**config.mk**
```make
export PLATFORM = sky130hd
export DESIGN_NAME = rom_image_loader
export DESIGN_NICKNAME = d
export VERILOG_FILES = /design/src/rtl/rom_image_loader.sv
export SDC_FILE = /design/constraint.sdc
export NUM_CORES = 1
export LEC_CHECK = 0
export ABC_AREA = 1
export BUFFER_PORTS_ARGS = -buffer_cell sky130_fd_sc_hd__buf_2
export CORE_UTILIZATION = 35
export CTS_BUF_LIST = sky130_fd_sc_hd__clkbuf_16
export DETAILED_ROUTE_END_ITERATION = 8
export PLACE_DENSITY = 0.59
export SETUP_SLACK_MARGIN = 0.05
export SLEW_MARGIN = 0
export SYNTH_ARGS = -nofsm -noshare
export SYNTH_HDL_FRONTEND = slang
export SYNTH_SLANG_ARGS = --single-unit
```
**constraint.sdc**
```tcl
create_clock -name clk -period 2.05 [get_ports clk]
set_clock_uncertainty 0.1 [all_clocks]
set_input_delay 0.205 -clock clk [delete_from_list [all_inputs] [get_ports clk]]
set_output_delay 0.205 -clock clk [all_outputs]
set_load 0.02 [all_outputs]
```
**src/rtl/rom_image_loader.sv**
```systemverilog
// Boot-time ROM image loader: streams 2**ADDR_W bytes into ROM storage, keeps an 8-bit checksum, and holds `done` low until the image is in place.
// Define ROM_LOADER_VERIFY_EN to add the readback pass (VERIFY/DRAIN/CHECK) that compares a read sum with the write checksum.
module rom_image_loader #(
  parameter int ADDR_W = 14,
  parameter int DATA_W = 8
) (
  input  logic              clk,
  input  logic              rst,
  input  logic              start,
  input  logic [DATA_W-1:0] s_data,
  input  logic              s_valid,
  output logic              s_ready,
  output logic [ADDR_W-1:0] mem_addr,
  output logic [DATA_W-1:0] mem_wdata,
  output logic              mem_we,
  output logic              mem_cs_b,
  output logic              mem_oe_b,
  input  logic [DATA_W-1:0] mem_rdata,
  output logic              busy,
  output logic              done,
  output logic              error,
  output logic [DATA_W-1:0] checksum
);

  typedef enum logic [2:0] {
    ST_IDLE   = 3'd0,
    ST_LOAD   = 3'd1,
    ST_VERIFY = 3'd2,
    ST_DRAIN  = 3'd3,
    ST_CHECK  = 3'd4,
    ST_DONE   = 3'd5
  } state_t;

  localparam logic [ADDR_W-1:0] ADDR_ZERO = {ADDR_W{1'b0}};
  localparam logic [ADDR_W-1:0] ADDR_LAST = {ADDR_W{1'b1}};
  localparam logic [DATA_W-1:0] DATA_ZERO = {DATA_W{1'b0}};

  // Modular byte sum shared by the write checksum and the readback sum.
  function automatic logic [DATA_W-1:0] sum_add(input logic [DATA_W-1:0] acc,
                                                input logic [DATA_W-1:0] val);
    sum_add = acc + val;
  endfunction

  state_t              state_r, state_n;
  logic [ADDR_W-1:0]   addr_r, addr_n;
  logic                full_r, full_n;
  logic                mem_we_r, mem_we_n;
  logic [ADDR_W-1:0]   mem_addr_r, mem_addr_n;
  logic [DATA_W-1:0]   mem_wdata_r, mem_wdata_n;
  logic [DATA_W-1:0]   checksum_r, checksum_n;
  logic                s_ready_r, s_ready_n;
  logic                busy_r, busy_n;
  logic                done_r, done_n;
  logic                accept_s;

`ifdef ROM_LOADER_VERIFY_EN
  logic                error_r, error_n;
  logic                cs_b_r, cs_b_n;
  logic                rd_pend_r, rd_pend_n;
  logic [DATA_W-1:0]   readsum_r, readsum_n;
`else
  logic                unused_rdata_s;
  assign unused_rdata_s = ^mem_rdata;
`endif

  assign accept_s = s_valid && s_ready_r;

  // Next-state and next-output computation for the loader sequence.
  always_comb begin
    state_n     = state_r;
    addr_n      = addr_r;
    full_n      = full_r;
    mem_we_n    = 1'b0;
    mem_addr_n  = mem_addr_r;
    mem_wdata_n = mem_wdata_r;
    checksum_n  = checksum_r;
`ifdef ROM_LOADER_VERIFY_EN
    error_n     = error_r;
    rd_pend_n   = 1'b0;
    readsum_n   = readsum_r;
`endif
    case (state_r)
      ST_IDLE, ST_DONE: begin
        if (start) begin
          state_n    = ST_LOAD;
          addr_n     = ADDR_ZERO;
          full_n     = 1'b0;
          checksum_n = DATA_ZERO;
`ifdef ROM_LOADER_VERIFY_EN
          error_n    = 1'b0;
          readsum_n  = DATA_ZERO;
`endif
        end else begin
          state_n = state_r;
        end
      end
      ST_LOAD: begin
        // full_r marks the cycle that carries the final write; s_ready is already low.
        if (full_r) begin
          full_n     = 1'b0;
          mem_addr_n = ADDR_ZERO;
`ifdef ROM_LOADER_VERIFY_EN
          state_n    = ST_VERIFY;
`else
          state_n    = ST_DONE;
`endif
        end else if (accept_s) begin
          mem_we_n    = 1'b1;
          mem_addr_n  = addr_r;
          mem_wdata_n = s_data;
          checksum_n  = sum_add(checksum_r, s_data);
          addr_n      = addr_r + ADDR_W'(1);
          if (addr_r == ADDR_LAST) begin
            full_n = 1'b1;
          end else begin
            full_n = 1'b0;
          end
        end else begin
          mem_we_n = 1'b0;
        end
      end
`ifdef ROM_LOADER_VERIFY_EN
      ST_VERIFY: begin
        mem_addr_n = mem_addr_r + ADDR_W'(1);
        rd_pend_n  = 1'b1;
        // The first VERIFY cycle has no returned byte yet.
        if (rd_pend_r) begin
          readsum_n = sum_add(readsum_r, mem_rdata);
        end else begin
          readsum_n = readsum_r;
        end
        if (mem_addr_r == ADDR_LAST) begin
          state_n = ST_DRAIN;
        end else begin
          state_n = ST_VERIFY;
        end
      end
      ST_DRAIN: begin
        readsum_n = sum_add(readsum_r, mem_rdata);
        state_n   = ST_CHECK;
      end
      ST_CHECK: begin
        error_n = (readsum_r != checksum_r);
        state_n = ST_DONE;
      end
`endif
      default: begin
        state_n = ST_IDLE;
      end
    endcase

    s_ready_n = (state_n == ST_LOAD) && !full_n;
    busy_n    = (state_n != ST_IDLE) && (state_n != ST_DONE);
    done_n    = (state_n == ST_DONE);
`ifdef ROM_LOADER_VERIFY_EN
    cs_b_n    = !((state_n == ST_VERIFY) || (state_n == ST_DRAIN));
`endif
  end

  // State and registered-output update with synchronous reset.
  always_ff @(posedge clk) begin
    if (rst) begin
      state_r     <= ST_IDLE;
      addr_r      <= ADDR_ZERO;
      full_r      <= 1'b0;
      mem_we_r    <= 1'b0;
      mem_addr_r  <= ADDR_ZERO;
      mem_wdata_r <= DATA_ZERO;
      checksum_r  <= DATA_ZERO;
      s_ready_r   <= 1'b0;
      busy_r      <= 1'b0;
      done_r      <= 1'b0;
`ifdef ROM_LOADER_VERIFY_EN
      error_r     <= 1'b0;
      cs_b_r      <= 1'b1;
      rd_pend_r   <= 1'b0;
      readsum_r   <= DATA_ZERO;
`endif
    end else begin
      state_r     <= state_n;
      addr_r      <= addr_n;
      full_r      <= full_n;
      mem_we_r    <= mem_we_n;
      mem_addr_r  <= mem_addr_n;
      mem_wdata_r <= mem_wdata_n;
      checksum_r  <= checksum_n;
      s_ready_r   <= s_ready_n;
      busy_r      <= busy_n;
      done_r      <= done_n;
`ifdef ROM_LOADER_VERIFY_EN
      error_r     <= error_n;
      cs_b_r      <= cs_b_n;
      rd_pend_r   <= rd_pend_n;
      readsum_r   <= readsum_n;
`endif
    end
  end

  assign s_ready   = s_ready_r;
  assign mem_addr  = mem_addr_r;
  assign mem_wdata = mem_wdata_r;
  assign mem_we    = mem_we_r;
  assign busy      = busy_r;
  assign done      = done_r;
  assign checksum  = checksum_r;
`ifdef ROM_LOADER_VERIFY_EN
  assign error     = error_r;
  assign mem_cs_b  = cs_b_r;
  assign mem_oe_b  = cs_b_r;
`else
  assign error     = 1'b0;
  assign mem_cs_b  = 1'b1;
  assign mem_oe_b  = 1'b1;
`endif

endmodule
```
* Word level (Yosys, flattened, before mapping) *
Cells that the tools add are included.

storage, ports and cells
  flip-flop bits (word level) = 52
  output and inout bits = 37

cells by class
  add/subtract/negate cells = 2
  eq/ne operators = 9
  muxes and demuxes = 19
  bitwise gates (word level) = 2
  reduce and logical (&&, ||, !) cells = 13

operators with widths
  cell                   count
  $mux 14                5
  $pmux 14 s2            1
  $mux 8                 3
  $pmux 8 s2             1
  $add 14x1->14 const B  1
  $eq 14x14->1 const B   1
  $add 8x8->8            1
  $eq 3x1->1 const B     2
  $eq 3x3->1 const B     2
  $mux 3                 2
  $ne 2x2->1 const B     3
  $pmux 3 s2             1
  $mux 1                 5
  $reduce_and 4->1       1
  $reduce_bool 2->1      2
  $logic_and 1x1->1      3
  $logic_not 3->1        1
  $ne 3x3->1 const B     1
  $reduce_and 3->1       1
  $reduce_bool 3->1      1
  $reduce_or 3->1        1
  $not 1->1              2
  $pmux 1 s2             1
  $reduce_and 2->1       1
  2 further kinds        2

* Longest topological paths before layout *
Gate-level depths: netlist of run 1.

  word-level depth = 7
  gate-level depth with buffers = 10
  depth with buffers taken out = 10

* Least setup slack after synthesis of run 1 *
OpenSTA, ideal clock, no wires.

  kind = register to register
  start point = reg checksum_r[0] (netlist: checksum[0])
  end point = reg checksum_r[2] (netlist: checksum[2])
  setup time = 0.119 ns
  data arrival time = 1.422 ns
  data required time = 1.831 ns
  slack = 0.408 ns
  cell stages (with the launch flop) = 6
  period minus slack after synthesis = 1.642 ns
  cells stage by stage = dfxtp_1 > ha_1 > fa_1 > or2_2 > nand3_1 > a21oi_1

on the way
  longest elaborated chain between the ends = 4

RTL lines
  what                    RTL line  source
  from (decl)             50        logic [DATA_W-1:0] checksum_r, checksum_n;
  from (signal assigned)  186       checksum_r <= checksum_n;
  $add 8x8->8             41        sum_add = acc + val;
  $mux 8                  107       end else if (accept_s) begin
  $mux 8                  99        if (full_r) begin
  $pmux 8 s2              82        case (state_r)

No other way between the ends. The select of a mux whose other input is x is not followed.
A chain may end at the register's enable or synchronous reset.

* Final worst setup path of run 1 *
  start point = reg addr_r[1]
  end point = reg s_ready_r (netlist: s_ready)

on the way
  longest elaborated chain between the ends = 7

RTL lines
  what                    RTL line  source
  from (decl)             45        logic [ADDR_W-1:0] addr_r, addr_n;
  from (signal assigned)  181       addr_r <= addr_n;
  $eq 14x14->1            113       if (addr_r == ADDR_LAST) begin
  $mux 1                  113
  $mux 1                  107
  $mux 1                  99
  $pmux 1 s2              82
  $logic_not 1->1         152       s_ready_n = (state_n == ST_LOAD) && !full_n;
  $logic_and 1x1->1       152
  to (signal assigned)    187       s_ready_r <= s_ready_n;
  to (decl)               51        logic s_ready_r, s_ready_n;

No other way between the ends.

==> metrics.md, run 1 <==
| Metric | Value |
|---|---|
| Setup_tns | `0 ns` |
| CP most frequent cell | `nand2_1` |
| Failing checks | `DRC` |
| Cell Area, Placed | `0.00273 sq mm` |
| Crit-path cells | `ha_1, nand2_1, nor2_1, nand2_1, nor3_1, nand2_1, and3_1` |
| Final Util | `0.425` |
| EDFF count, synth | `0` |
| Kind of critical path | `reg -> reg` |
| Fin. Hold Viols | `0` |
| Port bufs | `45` |
| Yosys cell types | `28` |
| Worst Path Required | `2.12 ns` |
| Setup violators final | `0` |
| Core area | `0.00676 sq mm` |
| Data arrival, critical path | `1.80 ns` |
| Startpoint types | `register` |
| Initial Util | `0.362` |
| CTS root buf | `clkbuf_16` |
| Clock transition at path regs | `0.07 ns` |
| Mean Syn Cell Area | `7.12 sq um` |
| Post-CTS Hold Buffers | `0` |
| Global-route wire length before repair | `8870 um` |
| Crit-path slowest cell | `dfxtp_1` |
| Antenna violations before repair | `0` |
| Final Cell Area | `0.00287 sq mm` |
| WL final | `5410 um` |
| Final Cycle Share | `0.843` |
| Top-level port count | `57` |
| Minimum clock period | `1.73 ns` |
| Via count | `2,269` |
| Hold Path Class | `in -> reg` |
| Most instantiated library cell after synthesis | `nand2_1` |
| Ys async rst share | `0` |
| PostCTS Resize Cnt | `0` |
| Ys flop type | `dfxtp_1` |
| Drt via density | `4.83` |
| Initial drt markers | `91` |
| Routed WL per cell | `11.5 um` |
| Setup bufs post-CTS | `0` |
| Post-synth top cells | `76 x nand2_1, 52 x dfxtp_1, 45 x nor2_1, 36 x nand3_1, 35 x inv_1` |
| Clock Sinks | `52` |
| Area of the die | `0.00732 sq mm` |
| Synth area leader | `dfxtp_1` |
| First-pass iteration count of the detailed router | `6` |
| CP top delay family | `simple AND/OR/NAND/NOR gates` |
| Clock tree buffer depth | `2` |
| Vias in the first global route | `1,981` |
| DR DRC count | `2` |
| H-tree levels | `2` |
| Syn Inst Count | `343` |
| Seq/Total Area, Yosys | `0.426` |
| Post-Syn Area | `0.00244 sq mm` |
| DPL Wire Length | `4030 um` |
| Buf+Inv Stages, Crit Path | `0` |
| GRT Util Overall | `0.154` |
| RSZ-0062 raised after global routing | `no` |
| Peak VDD IR | `0.277 mV` |
| Final Wtd Congestion | `0.839` |
| Post-synth top area share | `0.426` |
| Max-Cap Viols | `0` |
| Share of cells above drive strength 1 | `0.177` |
| Cell Pwr Density | `688 mW/mm^2` |
| Worst path max stage delay | `0.39 ns` |
| Row count | `30` |
| Total power | `0.00197 W` |
| CP endpoint kind | `register` |
| Yosys warns | `0` |
| Skew-Pair Late Insertion Delay | `0.29 ns` |
| Grt total ovfl | `0` |
| Worst-path maximum fanout | `4` |
| Status | `finished, violations left` |
| Max Clock Freq | `579 MHz` |
| Total Nets Final | `419` |
| Synth top area cells | `dfxtp_1 43%, nand2_1 12%, nand3_1 7.4%` |
| Diodes inserted | `0` |
| Inserted Clock Buffers | `5` |
| Die H | `85.6 um` |
| Seq cells post-synth | `52` |
| Max-slew violations | `0` |
| Leakage | `1.31 nW` |
| Synthesis-to-finish area growth | `17.5%` |
| Die Wd | `85.6 um` |
| Routed Antenna Nets | `0` |
| Largest net degree at the start of global routing | `20` |
| CTS tree | `yes` |
==> placed cells by master, fill, tap and decap left out, types with 2 or more instances in the layout <==
master and count:
nand2_1 76, dfxtp_1 52, nor2_1 45, buf_2 45, nand3_1 36, inv_1 35
o21ai_0 29, a21oi_1 21, ha_1 8, nand4_1 6, buf_4 6, clkbuf_16 5
conb_1 4, inv_2 3, a22oi_1 3, nor3_1 2, nand2_2 2, nor2_2 2
==> power breakdown <==
| part | internal, W | total (W) | switching, W |
|---|---|---|---|
| combinational | 0.0000512 | 0.000158 | 0.000107 |
| clock | 0.000443 | 0.000790 | 0.000347 |
| sequential | 0.00102 | 0.00103 | 0.00000689 |
==> per-stage QoR <==
step / hold slack (ns) / setup WS, ns / std cells
finish: 0.0884 / 0.323 / 470
global route: 0.112 / 0.118 / 470
CTS: 0.0846 / 0.285 / 470
detailed placement: 0.363 / 0.312 / 463
global placement: 0.356 / 0.323 / 463
floorplan: 0.268 / 0.408 / 345
==> worst paths after layout <==
path                from           end  slack (ns)  depth (start not counted)
max reg2reg    addr_r[1]       s_ready        0.32                          7
min            s_data[0]  mem_wdata[0]        0.09                          3
min reg2reg  mem_addr[9]   mem_addr[9]        0.37                          2
max            addr_r[1]       s_ready        0.32                          7
==> cells by family (layout without fill, tap and decap cells) <==
group	Yosys count	in the layout	synth area share
buf+inv	51	96	0.0947
other cells	2	4	0.00307
compound gates	55	55	0.120
fa+ha+maj	9	9	0.0492
simple gates	173	173	0.303
xor+xnor	1	1	0.00358
flops	52	52	0.426
==> state kept, by name, indices dropped and copies added (netlist names) <==
name,flops
checksum,8
state_r,3
busy,1
s_ready,1
mem_addr,14
mem_wdata,8
full_r,1
mem_we,1
addr_r,14
done,1
==> tightest hold or removal path, delay by kind of cell <==
| kind | cells | cell delay [ns] |
|---|---|---|
| buffers and inverters | 1 | 0.09 |
| and+or+nand+nor | 1 | 0.07 |
| AOI/OAI and AO/OA | 1 | 0.07 |
==> per-layer routing <==
layer / global-route usage / vias up / part of all wire
met2: 0.263 / 42 / 0.47
met4: 0.0500 / 0 / 0.013
li1: - / 1194 / -
met1: 0.193 / 1027 / 0.48
met3: 0.0366 / 6 / 0.036
met5: 0 / - / 0
==> final cells by class <==
class	instances	area, sq um
Fill cell	715	3890
Multi-Input combinational cell	242	1180
Sequential cell	52	1040
Timing Repair Buffer	51	270
Inverter	38	143
Clock buffer	5	125
Tap cell	80	100
Clock inverter	2	12.5
Note: power is estimated with default switching activity, not from simulation.
==> run 2, diff against run 1 <==
--- a/config.mk
+++ b/config.mk
@@ -10,7 +10,7 @@
 export CORE_UTILIZATION = 35
 export CTS_BUF_LIST = sky130_fd_sc_hd__clkbuf_16
 export DETAILED_ROUTE_END_ITERATION = 8
-export PLACE_DENSITY = 0.59
+export PLACE_DENSITY = 0.61
 export SETUP_SLACK_MARGIN = 0.05
 export SLEW_MARGIN = 0
 export SYNTH_ARGS = -nofsm -noshare
==> constraint.sdc (replaced) <==
create_clock -name clk -period 1.5 [get_ports clk]
set_clock_uncertainty 0.1 [all_clocks]
set_input_delay 0.15 -clock clk [delete_from_list [all_inputs] [get_ports clk]]
set_output_delay 0.15 -clock clk [all_outputs]
set_load 0.02 [all_outputs]
==> run 2 against run 1 <==
Effect of this change:
- the run ends with setup timing left
- sequential power grew 36%
- wire length up 12%
- global-route usage increased by 1.3 points
- via count grew 7.5%
- total power grew 43%
- critical path type unchanged
- critical endpoint is now checksum[4]
- highest routed layer unchanged
==> metrics.md, run 2 (synthesis results as in run 1) <==
| Metric | Value |
|---|---|
| Inserted Clock Buffers | `5 (unchanged)` |
| Minimum clock period | `1.53 ns (-0.200 ns)` |
| Buf+Inv Stages, Crit Path | `0 (unchanged)` |
| Initial Util | `0.362 (unchanged)` |
| Worst r2r src | `checksum[0]` |
| CTS root buf | `clkbuf_16` |
| Failing checks | `setup timing` |
| Share of cells above drive strength 1 | `0.366 (+0.190)` |
| Met2 wire length | `2750 um (+9.0%)` |
| Clock tree buffer depth | `2 (unchanged)` |
| Die Wd | `85.6 um (unchanged)` |
| CP endpoint kind | `register` |
| Clock transition at path regs | `0.07 ns (about the same)` |
| Diodes inserted | `0 (unchanged)` |
| Vias in the first global route | `2,153 (+8.7%)` |
| Metal3 WL | `215 um (+9.7%)` |
| Core area | `0.00676 sq mm (unchanged)` |
| Cell Pwr Density | `826 mW/mm^2 (+20%)` |
| Peak VDD IR | `0.420 mV (+51%)` |
| Placed insts | `487 (+5.2%)` |
| Post-Route M1 WL | `2990 um (+14%)` |
| Top-level port count | `57 (unchanged)` |
| Max Clock Freq | `655 MHz (+13%)` |
| Synthesis-to-finish area growth | `40.2%` |
| # fillers | `667 (-6.7%)` |
| DR DRC count | `0 (-2)` |
| Fin. Hold Viols | `0 (unchanged)` |
| Port bufs | `45 (unchanged)` |
| Setup_tns | `-0.0286 ns (-0.0286 ns)` |
| Kind of critical path | `reg -> reg` |
| Final Wtd Congestion | `0.860 (+2.5%)` |
| CP top delay family | `adder cells` |
| DR top layer | `met4` |
| Startpoint types | `register` |
| Global-route wire length before repair | `9690 um (+9.3%)` |
| Initial drt markers | `112 (+23%)` |
| Grt total ovfl | `0 (unchanged)` |
| Commonest non-fill, non-tap cell in the layout | `nand2_1` |
| Hold Path Class | `in -> reg` |
| CP most frequent cell | `nand3_2` |
| Die H | `85.6 um (unchanged)` |
| WL final | `6060 um (+12%)` |
| Max-slew violations | `0 (unchanged)` |
| Non-filler instance count after layout | `503 (+7.0%)` |
| GRT Util Overall | `0.167 (+0.0128)` |
| Crit-path cells | `ha_4, fa_2, nand3_2, nand3_2, a21oi_2, o21ai_1, a21oi_1` |
| Most frequent cells in the layout | `64 x nand2_1, 45 x buf_2, 40 x dfxtp_1, 38 x nor2_1, 35 x inv_1` |
| Leakage | `1.53 nW (+17%)` |
| Sink of the worst hold path | `mem_wdata[7]` |
| Total Nets Final | `451 (+7.6%)` |
| Data arrival, critical path | `1.65 ns (-0.15 ns)` |
| Final Cycle Share | `1.02 (+0.175)` |
| Setup WS pre-CTS | `-0.0509 ns (-0.363 ns)` |
| Total power | `0.00283 W (+43%)` |
| Status | `finished, violations left` |
| Largest net degree at the start of global routing | `22 (+10%)` |
| FF-to-FF path depth | `7 (unchanged)` |
| Setup violators final | `2 (+2)` |
| Area of the die | `0.00732 sq mm (unchanged)` |
| Cell depth of the worst hold path | `3 (unchanged)` |
| Clock Sinks | `52 (unchanged)` |
| RSZ-0062 raised after global routing | `yes` |
| Final Util | `0.507 (+0.0822)` |
| DPL Wire Length | `4160 um (+3.2%)` |
| Routed WL per cell | `12.0 um (+4.6%)` |
| Drt via density | `4.85 (+0.48%)` |
| Max-Cap Viols | `0 (unchanged)` |
| Worst Path Required | `1.62 ns (-0.50 ns)` |
| Via count | `2,440 (+7.5%)` |
| Routed Antenna Nets | `0 (unchanged)` |
| PnR worst setup slack | `-0.0268 ns (-0.350 ns)` |
| Antenna violations before repair | `0 (unchanged)` |
| Crit-path slowest cell | `fa_2` |
| Worst R2R End | `checksum[4]` |
| CTS tree | `yes` |
| Row count | `30 (unchanged)` |
| Hold Startpoint | `s_data[7]` |
| Setup slack, reg-to-reg | `-0.03 ns (-0.35 ns)` |
| Critical path origin | `checksum[0]` |
| H-tree levels | `2 (unchanged)` |
| First-pass iteration count of the detailed router | `4 (-2)` |
| Skew-Pair Late Insertion Delay | `0.29 ns (about the same)` |
| Worst path max stage delay | `0.37 ns (-0.02 ns)` |
| Worst-path maximum fanout | `4 (unchanged)` |
-- run 2: tightest hold or removal path: stages --
cell and delay [ns]:
buf_2 0.10, o21ai_0 0.08, nor2_1 0.07
-- run 2: routing by layer --
| metal | track usage | vias to the layer above |
|---|---|---|
| li1 | - | 1266 |
| met1 | 0.223 | 1107 |
| met2 | 0.268 | 55 |
| met3 | 0.0289 | 12 |
| met4 | 0.0727 | 0 |
| met5 | 0 | - |
-- run 2: cell type report --
cell class / instances / area [sq um] / share of cell area
clock buffer: 5 / 125 / 0.0365
clock inverter: 3 / 15.0 / 0.00438
inverter: 38 / 143 / 0.0416
multi-input combinational: 243 / 1440 / 0.419
sequential: 52 / 1060 / 0.309
tap: 80 / 100 / 0.0292
timing repair buffer: 82 / 548 / 0.160
-- run 2: through the flow --
stage	hold WS (ns)	area [sq um]
2_1_floorplan	0.213	2480
3_3_place_gp	0.319	2950
3_5_place_dp	0.327	2950
4_1_cts	0.0325	3240
5_1_grt	0.0583	3430
6_report	0.0337	3430
-- run 2: worst max-delay path by stage --
stage / end / slack, ns / cells after the start
final: checksum[4] / -0.03 / 7
after global routing: checksum[4] / -0.12 / 7
after CTS: checksum[4] / -0.02 / 7
after detailed placement: addr_r[5] / -0.05 / 7
after global placement: addr_r[5] / 0.002 / 7
after floorplan: checksum[2] / -0.002 / 5
-- run 2: report_power, final --
group          switching (W)  total (W)  internal [W]  leakage [nW]
registers          0.0000102    0.00140       0.00139         0.426
logic               0.000187   0.000320      0.000133          1.04
clock network       0.000499    0.00111      0.000607        0.0687
-- run 2: what timing repair did --
action | CTS | global route
cloned | 1 | 1
hold buffers | 0 | 0
gates resized for setup | 33 | 42
buffers inserted | 2 | 4
hold endpoints to repair | 0 | 0
setup endpoints to repair | 31 | 42
pin swaps | 12 | 13
==> run 3, diff against run 2 <==
--- a/config.mk
+++ b/config.mk
@@ -7,6 +7,8 @@
 export LEC_CHECK = 0
 export ABC_AREA = 1
 export BUFFER_PORTS_ARGS = -buffer_cell sky130_fd_sc_hd__buf_2
+export CORE_ASPECT_RATIO = 0.5
+export CORE_MARGIN = 1
 export CORE_UTILIZATION = 35
 export CTS_BUF_LIST = sky130_fd_sc_hd__clkbuf_16
 export DETAILED_ROUTE_END_ITERATION = 8
==> run 3 against run 2 <==
Effect of this change:
- the flow still finishes with violations (setup timing)
- first-iteration DRC count up 23%
- utilization up 3.0 points
- die area increased by 0.28%
- flip-flop and latch count did not move
- sequential power about the same
- register-to-register slack worse by 0.05 ns
- non-clock buffer count increased by 11
- final cell count is 4.4% higher
- global-route usage is 0.30 points higher
- critical path type unchanged
- largest power group unchanged
- highest routed layer unchanged
==> metrics.md, run 3 (synthesis results as in run 1) <==
| Metric | Value |
|---|---|
| Peak VDD IR | `0.364 mV (-13%)` |
| H-tree levels | `2 (unchanged)` |
| Placed insts | `506 (+3.9%)` |
| Skew-Pair Late Insertion Delay | `0.29 ns (about the same)` |
| Worst path max stage delay | `0.38 ns (about the same)` |
| Fin. Hold Viols | `0 (unchanged)` |
| NetSw | `0.000704 W (+1.1%)` |
| WL final | `6200 um (+2.4%)` |
| CP endpoint kind | `register` |
| Sw Share | `0.247 (+0.000949)` |
| Startpoint types | `register` |
| Global-route wire length before repair | `9760 um (+0.64%)` |
| # fillers | `643 (-3.6%)` |
| DR DRC count | `0 (unchanged)` |
| Post-CTS Hold Buffers | `0 (unchanged)` |
| Worst Path Required | `1.58 ns (-0.04 ns)` |
| Area of the die | `0.00734 sq mm (+0.28%)` |
| Synthesis-to-finish area growth | `47.9%` |
| Die H | `61.1 um (-29%)` |
| Top-level port count | `57 (unchanged)` |
| CP top delay family | `adder cells` |
| Worst-path maximum fanout | `4 (unchanged)` |
| Crit-path slowest cell | `fa_2` |
| Routed WL per cell | `11.8 um (-1.8%)` |
| Die Wd | `120 um (+40%)` |
| Buf+Inv Stages, Crit Path | `1 (+1)` |
| Grt total ovfl | `0 (unchanged)` |
| Data arrival, critical path | `1.65 ns (about the same)` |
| Clock network power share | `0.386 (-0.005)` |
| Setup slack, reg-to-reg | `-0.07 ns (-0.05 ns)` |
| Crit-path cells | `ha_4, fa_2, buf_4, or2_4, nand3_2, a21oi_2` |
| Port bufs | `45 (unchanged)` |
| Clock tree buffer depth | `2 (unchanged)` |
| RSZ-0062 raised after global routing | `yes` |
| Kind of critical path | `reg -> reg` |
| Setup WS pre-CTS | `-0.0412 ns (+0.00966 ns)` |
| Initial Util | `0.363 (+0.00161)` |
| Initial drt markers | `138 (+23%)` |
| Failing checks | `setup timing` |
| Inserted Clock Buffers | `5 (unchanged)` |
| Diodes inserted | `0 (unchanged)` |
| Row count | `21 (-30%)` |
| First-pass iteration count of the detailed router | `4 (unchanged)` |
| Max-Cap Viols | `0 (unchanged)` |
| Comb power frac | `0.121 (+0.008)` |
| Share of cells above drive strength 1 | `0.423 (+0.0562)` |
| Int Power | `0.00214 W (+0.58%)` |
| Status | `finished, violations left` |
| Hold Path Class | `in -> reg` |
| Max Clock Freq | `635 MHz (-3.0%)` |
| Core area | `0.00673 sq mm (-0.44%)` |
| Via count | `2,467 (+1.1%)` |
| Total Nets Final | `462 (+2.4%)` |
| Non-filler instance count after layout | `525 (+4.4%)` |
| Largest net degree at the start of global routing | `19 (-14%)` |
| Max-slew violations | `0 (unchanged)` |
| Cell Area, Placed | `0.00301 sq mm (+1.9%)` |
| Final Cycle Share | `1.05 (+0.0319)` |
| CTS root buf | `clkbuf_16` |
| Commonest non-fill, non-tap cell in the layout | `nand2_1` |
| DPL Wire Length | `4150 um (-0.28%)` |
| Drt via density | `4.70 (-3.1%)` |
| Final Cell Area | `0.00361 sq mm (+5.5%)` |
| Routed Antenna Nets | `0 (unchanged)` |
| Final Wtd Congestion | `0.783 (-8.9%)` |
| Vias in the first global route | `2,157 (+0.19%)` |
| GRT Util Overall | `0.170 (+0.00305)` |
| Setup_tns | `-0.153 ns (-0.124 ns)` |
| Total power | `0.00285 W (+0.71%)` |
| CTS tree | `yes` |
| Clock Sinks | `52 (unchanged)` |
| Seq pwr share | `0.492 (-0.004)` |
| Most frequent cells in the layout | `58 x nand2_1, 45 x buf_2, 38 x nor2_1, 38 x dfxtp_1, 37 x buf_4` |
| Leakage | `1.60 nW (+4.5%)` |
| Clock transition at path regs | `0.07 ns (about the same)` |
| PnR worst setup slack | `-0.0747 ns (-0.0479 ns)` |
| Minimum clock period | `1.57 ns (+0.0479 ns)` |
| Setup violators final | `6 (+4)` |
| Cell Pwr Density | `788 mW/mm^2 (-4.5%)` |
| Antenna violations before repair | `0 (unchanged)` |
-- run 3: repair_timing --
| item | CTS | global route |
|---|---|---|
| setup buffers | 6 | 5 |
| pin swaps | 14 | 17 |
| setup endpoints to repair | 46 | 46 |
| cloned | 1 | 1 |
| resized for setup | 52 | 61 |
-- run 3: through the flow --
stage / utilization / hold slack (ns)
2_1_floorplan: - / 0.213
3_3_place_gp: 0.447 / 0.326
3_5_place_dp: 0.447 / 0.327
4_1_cts: 0.504 / 0.0318
5_1_grt: 0.537 / 0.0852
6_report: 0.537 / 0.0308
-- run 3: worst register-to-register path, delay by kind of cell, from the launching register on --
kind | cells | cell delay (ns)
buffers and inverters | 1 | 0.15
adder cells (fa/ha/maj) | 2 | 0.54
flip-flops | 1 | 0.35
AO/OA/AOI/OAI | 1 | 0.05
AND/OR/NAND/NOR | 2 | 0.28
-- run 3: layer usage --
metal | GRT usage | vias up | wire, um
met4 | 0.0411 | 0 | 49
met1 | 0.223 | 1119 | 2910
met3 | 0.0398 | 8 | 292
li1 | - | 1286 | -
met5 | 0 | - | 0
met2 | 0.292 | 54 | 2950
-- run 3: path summary, 6_finish.rpt --
check | startpoint | endpoint | cells past startpoint
min reg2reg | mem_addr[9] | mem_addr[9] | 2
max | checksum[0] | checksum[2] | 6
max reg2reg | checksum[0] | checksum[2] | 6
min | s_data[7] | mem_wdata[7] | 3
-- run 3: power groups by stage --
stage	clock network (W)	logic, W	registers (W)
5_1_grt	0.00117	0.000382	0.00140
2_1_floorplan	0	0.000147	0.00144
6_report	0.00110	0.000346	0.00140
3_3_place_gp	0	0.000250	0.00143
4_1_cts	0.00112	0.000306	0.00140
3_5_place_dp	0	0.000252	0.00143
-- run 3: area by class of cell --
cell class / count / area (sq um) / area share
multi-input cells: 243 / 1510 / 0.418
flip-flops and latches: 52 / 1060 / 0.294
repair buffers: 93 / 636 / 0.176
inverters: 38 / 150 / 0.0416
clock buffers: 5 / 125 / 0.0346
well taps: 92 / 115 / 0.0319
clock inverters: 2 / 12.5 / 0.00346
